===== config.mk =====
export PLATFORM = sky130hd
export DESIGN_NAME = serial_master_port
export DESIGN_NICKNAME = d
export VERILOG_FILES = /design/src/rtl/serial_master_port.sv
export SDC_FILE = /design/constraint.sdc
export NUM_CORES = 1
export LEC_CHECK = 0
export BUFFER_PORTS_ARGS = -buffer_cell sky130_fd_sc_hd__buf_2
export CORE_MARGIN = 2
export CORE_UTILIZATION = 35
export CTS_BUF_LIST = sky130_fd_sc_hd__clkbuf_16
export CTS_CLUSTER_SIZE = 24
export DETAILED_ROUTE_END_ITERATION = 16
export GPL_TIMING_DRIVEN = 1
export PLACE_DENSITY = 0.55
export SYNTH_ARGS = -nofsm -noshare
export SYNTH_HDL_FRONTEND = slang
export SYNTH_SLANG_ARGS = --single-unit

===== constraint.sdc =====
create_clock -name clk -period 2.5 [get_ports clk]
set_clock_uncertainty 0.05 [all_clocks]
set_input_delay 0.25 -clock clk [delete_from_list [all_inputs] [get_ports clk]]
set_output_delay 0.25 -clock clk [all_outputs]
set_load 0.02 [all_outputs]

===== src/rtl/serial_master_port.sv =====
// Serial bus master: accepts one client transaction at a time, arbitrates for the
// bus, shifts the address and write data out LSB first and collects read data.
module serial_master_port #(
    parameter int ADDR_W  = 12,
    parameter int DATA_W  = 8,
    parameter int TIMEOUT = 16
) (
    input  logic              clk,
    input  logic              rstn,
    input  logic              req_valid,
    input  logic              req_rw,
    input  logic [ADDR_W-1:0] req_addr,
    input  logic [DATA_W-1:0] req_wdata,
    output logic              req_ready,
    output logic              rsp_valid,
    output logic [DATA_W-1:0] rsp_rdata,
    output logic              rsp_err,
    output logic              breq,
    input  logic              bgrant,
    output logic              bus_valid,
    output logic              bus_tx,
    output logic              bus_mode,
    input  logic              slave_ready,
    input  logic              bus_rx,
    input  logic              bus_rx_valid
);

    localparam int MAX_W = (ADDR_W > DATA_W) ? ADDR_W : DATA_W;
    localparam int CNT_W = $clog2(MAX_W + 1);
    localparam int TMR_W = $clog2(TIMEOUT + 1);
    localparam logic [CNT_W-1:0] ADDR_LAST = CNT_W'(ADDR_W - 1);
    localparam logic [CNT_W-1:0] DATA_LAST = CNT_W'(DATA_W - 1);
    localparam logic [TMR_W-1:0] TMR_LAST  = TMR_W'(TIMEOUT - 1);

    typedef enum logic [2:0] {
        S_IDLE     = 3'd0,
        S_REQ      = 3'd1,
        S_ADDR     = 3'd2,
        S_WAIT_ACK = 3'd3,
        S_WDATA    = 3'd4,
        S_RDATA    = 3'd5,
        S_DONE     = 3'd6
    } state_t;

    state_t            r_state;
    logic [CNT_W-1:0]  r_cnt;
    logic [TMR_W-1:0]  r_timer;
    logic [ADDR_W-1:0] r_addr;
    logic [DATA_W-1:0] r_wdata;
    logic [DATA_W-1:0] r_shift;
    logic              r_req_ready;
    logic              r_breq;
    logic              r_bus_valid;
    logic              r_bus_tx;
    logic              r_bus_mode;
    logic              r_rsp_valid;
    logic              r_rsp_err;
    logic [DATA_W-1:0] r_rsp_rdata;
    logic              w_on_bus;

    assign w_on_bus = (r_state == S_ADDR) || (r_state == S_WAIT_ACK) ||
                      (r_state == S_WDATA) || (r_state == S_RDATA);

    // Transaction FSM with all client and bus outputs registered alongside the state.
    always_ff @(posedge clk or negedge rstn) begin
        if (!rstn) begin
            r_state     <= S_IDLE;
            r_cnt       <= '0;
            r_timer     <= '0;
            r_addr      <= '0;
            r_wdata     <= '0;
            r_shift     <= '0;
            r_req_ready <= 1'b1;
            r_breq      <= 1'b0;
            r_bus_valid <= 1'b0;
            r_bus_tx    <= 1'b0;
            r_bus_mode  <= 1'b0;
            r_rsp_valid <= 1'b0;
            r_rsp_err   <= 1'b0;
            r_rsp_rdata <= '0;
        end else begin
            r_rsp_valid <= 1'b0;
            if (w_on_bus && !bgrant) begin
                // Grant loss aborts at once; rsp_rdata only changes on a clean read.
                r_state     <= S_DONE;
                r_rsp_valid <= 1'b1;
                r_rsp_err   <= 1'b1;
                r_breq      <= 1'b0;
                r_bus_valid <= 1'b0;
                r_bus_tx    <= 1'b0;
            end else begin
                case (r_state)
                    S_IDLE: begin
                        if (req_valid) begin
                            r_state     <= S_REQ;
                            r_addr      <= req_addr;
                            r_wdata     <= req_wdata;
                            r_bus_mode  <= req_rw;
                            r_req_ready <= 1'b0;
                            r_breq      <= 1'b1;
                        end
                    end
                    S_REQ: begin
                        if (bgrant) begin
                            r_state     <= S_ADDR;
                            r_cnt       <= '0;
                            r_bus_valid <= 1'b1;
                            r_bus_tx    <= r_addr[0];
                            r_addr      <= {1'b0, r_addr[ADDR_W-1:1]};
                        end
                    end
                    S_ADDR: begin
                        if (r_cnt == ADDR_LAST) begin
                            r_state     <= S_WAIT_ACK;
                            r_timer     <= '0;
                            r_bus_valid <= 1'b0;
                            r_bus_tx    <= 1'b0;
                        end else begin
                            r_cnt    <= r_cnt + CNT_W'(1);
                            r_bus_tx <= r_addr[0];
                            r_addr   <= {1'b0, r_addr[ADDR_W-1:1]};
                        end
                    end
                    S_WAIT_ACK: begin
                        if (slave_ready) begin
                            r_cnt <= '0;
                            if (r_bus_mode) begin
                                r_state     <= S_WDATA;
                                r_bus_valid <= 1'b1;
                                r_bus_tx    <= r_wdata[0];
                                r_wdata     <= {1'b0, r_wdata[DATA_W-1:1]};
                            end else begin
                                r_state <= S_RDATA;
                                r_timer <= '0;
                                r_shift <= '0;
                            end
                        end else if (r_timer == TMR_LAST) begin
                            r_state     <= S_DONE;
                            r_rsp_valid <= 1'b1;
                            r_rsp_err   <= 1'b1;
                            r_breq      <= 1'b0;
                        end else begin
                            r_timer <= r_timer + TMR_W'(1);
                        end
                    end
                    S_WDATA: begin
                        if (r_cnt == DATA_LAST) begin
                            r_state     <= S_DONE;
                            r_rsp_valid <= 1'b1;
                            r_rsp_err   <= 1'b0;
                            r_breq      <= 1'b0;
                            r_bus_valid <= 1'b0;
                            r_bus_tx    <= 1'b0;
                        end else begin
                            r_cnt    <= r_cnt + CNT_W'(1);
                            r_bus_tx <= r_wdata[0];
                            r_wdata  <= {1'b0, r_wdata[DATA_W-1:1]};
                        end
                    end
                    S_RDATA: begin
                        if (bus_rx_valid) begin
                            // Shift in from the top so the first sample lands in bit 0.
                            r_shift <= {bus_rx, r_shift[DATA_W-1:1]};
                            r_timer <= '0;
                            if (r_cnt == DATA_LAST) begin
                                r_state     <= S_DONE;
                                r_rsp_valid <= 1'b1;
                                r_rsp_err   <= 1'b0;
                                r_rsp_rdata <= {bus_rx, r_shift[DATA_W-1:1]};
                                r_breq      <= 1'b0;
                            end else begin
                                r_cnt <= r_cnt + CNT_W'(1);
                            end
                        end else if (r_timer == TMR_LAST) begin
                            r_state     <= S_DONE;
                            r_rsp_valid <= 1'b1;
                            r_rsp_err   <= 1'b1;
                            r_breq      <= 1'b0;
                        end else begin
                            r_timer <= r_timer + TMR_W'(1);
                        end
                    end
                    S_DONE: begin
                        r_state     <= S_IDLE;
                        r_req_ready <= 1'b1;
                        r_cnt       <= '0;
                        r_timer     <= '0;
                    end
                    default: begin
                        r_state     <= S_IDLE;
                        r_req_ready <= 1'b1;
                        r_breq      <= 1'b0;
                        r_bus_valid <= 1'b0;
                        r_bus_tx    <= 1'b0;
                    end
                endcase
            end
        end
    end

    assign req_ready = r_req_ready;
    assign rsp_valid = r_rsp_valid;
    assign rsp_rdata = r_rsp_rdata;
    assign rsp_err   = r_rsp_err;
    assign breq      = r_breq;
    assign bus_valid = r_bus_valid;
    assign bus_tx    = r_bus_tx;
    assign bus_mode  = r_bus_mode;

endmodule


==> run metrics <==
diode count=0; routed wire length=6.31 mm; Post-synth EDFFs=0; Syn Inst Count=283; H-Tree Level Count=2; peak supply drop=466 uV; largest net degree at the start of global routing=55; Worst Tran Pin Value=688 ps; Max Slew Vio Count=0; die width=94.1 um; post-layout util=0.429; Layout area overhead=18.1%; count of cell types in the netlist=55; Clock Latency Late Sink=300 ps; post-CTS setup buffers=0; via count of the first global-routing pass=2217; Period Utilization, post-route=0.842; post-CTS sizing=0; # hold bufs at CTS=0; Global Route Usage Sum=0.153; Slew HR=0.541; share of layout cells above drive strength 1=0.252; final hold vios=0; number of remaining DRC errors=0; Initial DRT Pass Iterations=4; setup repair after global routing missed its margin=false; Placeable Area=0.00781 mm2; FF-to-FF path depth=6; Synth async-reset ratio=1.00; clk slew on worst S/H paths=70 ps; DP HPWL=4.52 mm; Via-to-Cell Ratio=5.30; DR WL/cell=14.6 um; Hold Crit Class=input port to async pin; Yosys reg bits=54; CTS root buf=clkbuf_16; critical path class=register to register; Pwr Density=1120 mW/mm2; nets@finish=359; first-pass GRT wire length=10.7 mm; Main synth FF type=dfrtp_1; Max Root-Sink Buffers=2; Setup crit start kind=register; RR Startpoint=r_cnt[0]; Die ar.=0.00885 mm2; run status=completed; reg-to-reg setup timing slack=390 ps; antenna violations before repair=0; Pwr Total=3.76 mW; Num Clock Sinks=54; io pins=43; synthesized cell area=0.00284 mm2; Post-Place Setup Slack=424 ps; CTS tree=done; worst setup path startpoint=r_cnt[0]; Final Setup Violations=0; crit path DAT=2230 ps; GR Overflow Total=0; Crit path required time=2630 ps; Mapped Nets=313; RD Place Congestion=0.843; reg2reg end=r_cnt[2]; Detail Route Antenna Nets=0; Max Clk Rate=475 MHz; Period minus WS final=2110 ps; Leak=1.59 nW; Starting Density=0.364; IO Port Bufs=42; setup slack after layout=394 ps; CTS buffer count=5; Ys Warns=0; Core Rows=32; synthesized area per cell=10.0 um2; sequential area share after synthesis=0.476; Vias=2288; DIE HEIGHT=94.1 um; Starting DRT DRC Count=144; Worst Setup End Kind=register; max_cap viols=0; total negative slack=0 ps; maximum fanout along the worst path=7
-- worst max-delay path by stage --
| stage | to | depth (start not counted) |
|---|---|---|
| 3_5_place_dp | r_cnt[2] | 6 |
| 2_1_floorplan | r_cnt[2] | 6 |
| 4_1_cts | r_cnt[2] | 6 |
| 5_1_grt | r_wdata[1] | 5 |
| 6_report | r_cnt[2] | 6 |
| 3_3_place_gp | r_cnt[3] | 5 |
-- cells by family after synthesis --
| kind of cell | synth area share |
|---|---|
| and+or+nand+nor | 0.165 |
| DFF | 0.476 |
| muxes | 0.111 |
| xor gates and xnor gates | 0.00308 |
| adders and majority gates | 0.00881 |
| AOI/OAI and AO/OA | 0.200 |
| buffers and inverters | 0.0357 |
-- worst max-delay path: stages (launching register included) --
cell and delay [ps]:
dfrtp_1 400, ha_1 290, or4bb_1 500, a222oi_1 300, or3_4 230, nand2b_4 130
o21ai_0 90
-- synth_stat cells, drive strengths merged, types with 3 or more instances --
library cell / instances / share of area
inv: 5 / 0.0066
nand2b: 8 / 0.020
nor3: 4 / 0.013
nand3b: 3 / 0.0079
nand3: 4 / 0.0070
clkbuf: 5 / 0.0066
buf: 10 / 0.022
a21oi: 12 / 0.022
nor2: 9 / 0.012
nor2b: 7 / 0.015
mux2: 11 / 0.044
a211oi: 3 / 0.0079
or2: 3 / 0.0066
a22o: 9 / 0.028
a32oi: 3 / 0.0093
dfrtp: 53 / 0.47
nand2: 36 / 0.048
o21ai: 43 / 0.076
nand4: 3 / 0.0066
mux2i: 19 / 0.067
-- layout make-up --
class | count | area [um2]
Inverter | 5 | 18.8
Multi-Input combinational cell | 209 | 1390
Timing Repair Buffer | 54 | 300
Tap cell | 102 | 128
Sequential cell | 54 | 1350
Clock inverter | 3 | 42.5
Clock buffer | 5 | 125
Fill cell | 780 | 4450
-- state kept, by name (all words and copies together) (netlist names) --
signal	flops
r_timer	5
bus_tx	1
bus_mode	1
r_wdata	8
r_state	3
req_ready	1
rsp_rdata	8
rsp_err	1
breq	1
r_addr	12
r_shift	7
rsp_valid	1
bus_valid	1
r_cnt	4
-- cell usage in the layout (no fill, tap or decap), types with 3 or more instances in the layout --
master	count
nor2_1	9
a211oi_1	3
nand3_1	4
clkbuf_16	5
buf_2	42
mux2_2	11
a22o_1	9
o21ai_0	42
dfrtp_1	53
nand3b_1	3
a21oi_1	11
mux2i_1	19
nand2b_1	7
nand2_1	36
nand4_1	3
or2_2	3
nor2b_1	7
inv_1	5
a32oi_1	3
buf_4	12
-- through the flow --
step	hold slack, ps	area (um2)	instances
2_1_floorplan	-95.6	2840	283
3_3_place_gp	383	3190	424
3_5_place_dp	381	3190	424
4_1_cts	58.2	3350	432
5_1_grt	109	3350	432
6_report	12.6	3350	432
-- per-layer routing --
metal,track usage,up-vias,share of wire
met5,0,-,0
met4,0.0556,0,0.016
met3,0.0321,8,0.045
met2,0.246,62,0.47
met1,0.203,1093,0.47
li1,-,1125,-
-- power by group --
part | internal [mW] | total [mW] | switching (mW)
sequential | 1.14 | 1.35 | 0.213
combinational | 0.709 | 1.61 | 0.897
clock | 0.473 | 0.802 | 0.328
No activity file was read; power rests on OpenSTA's default activity.
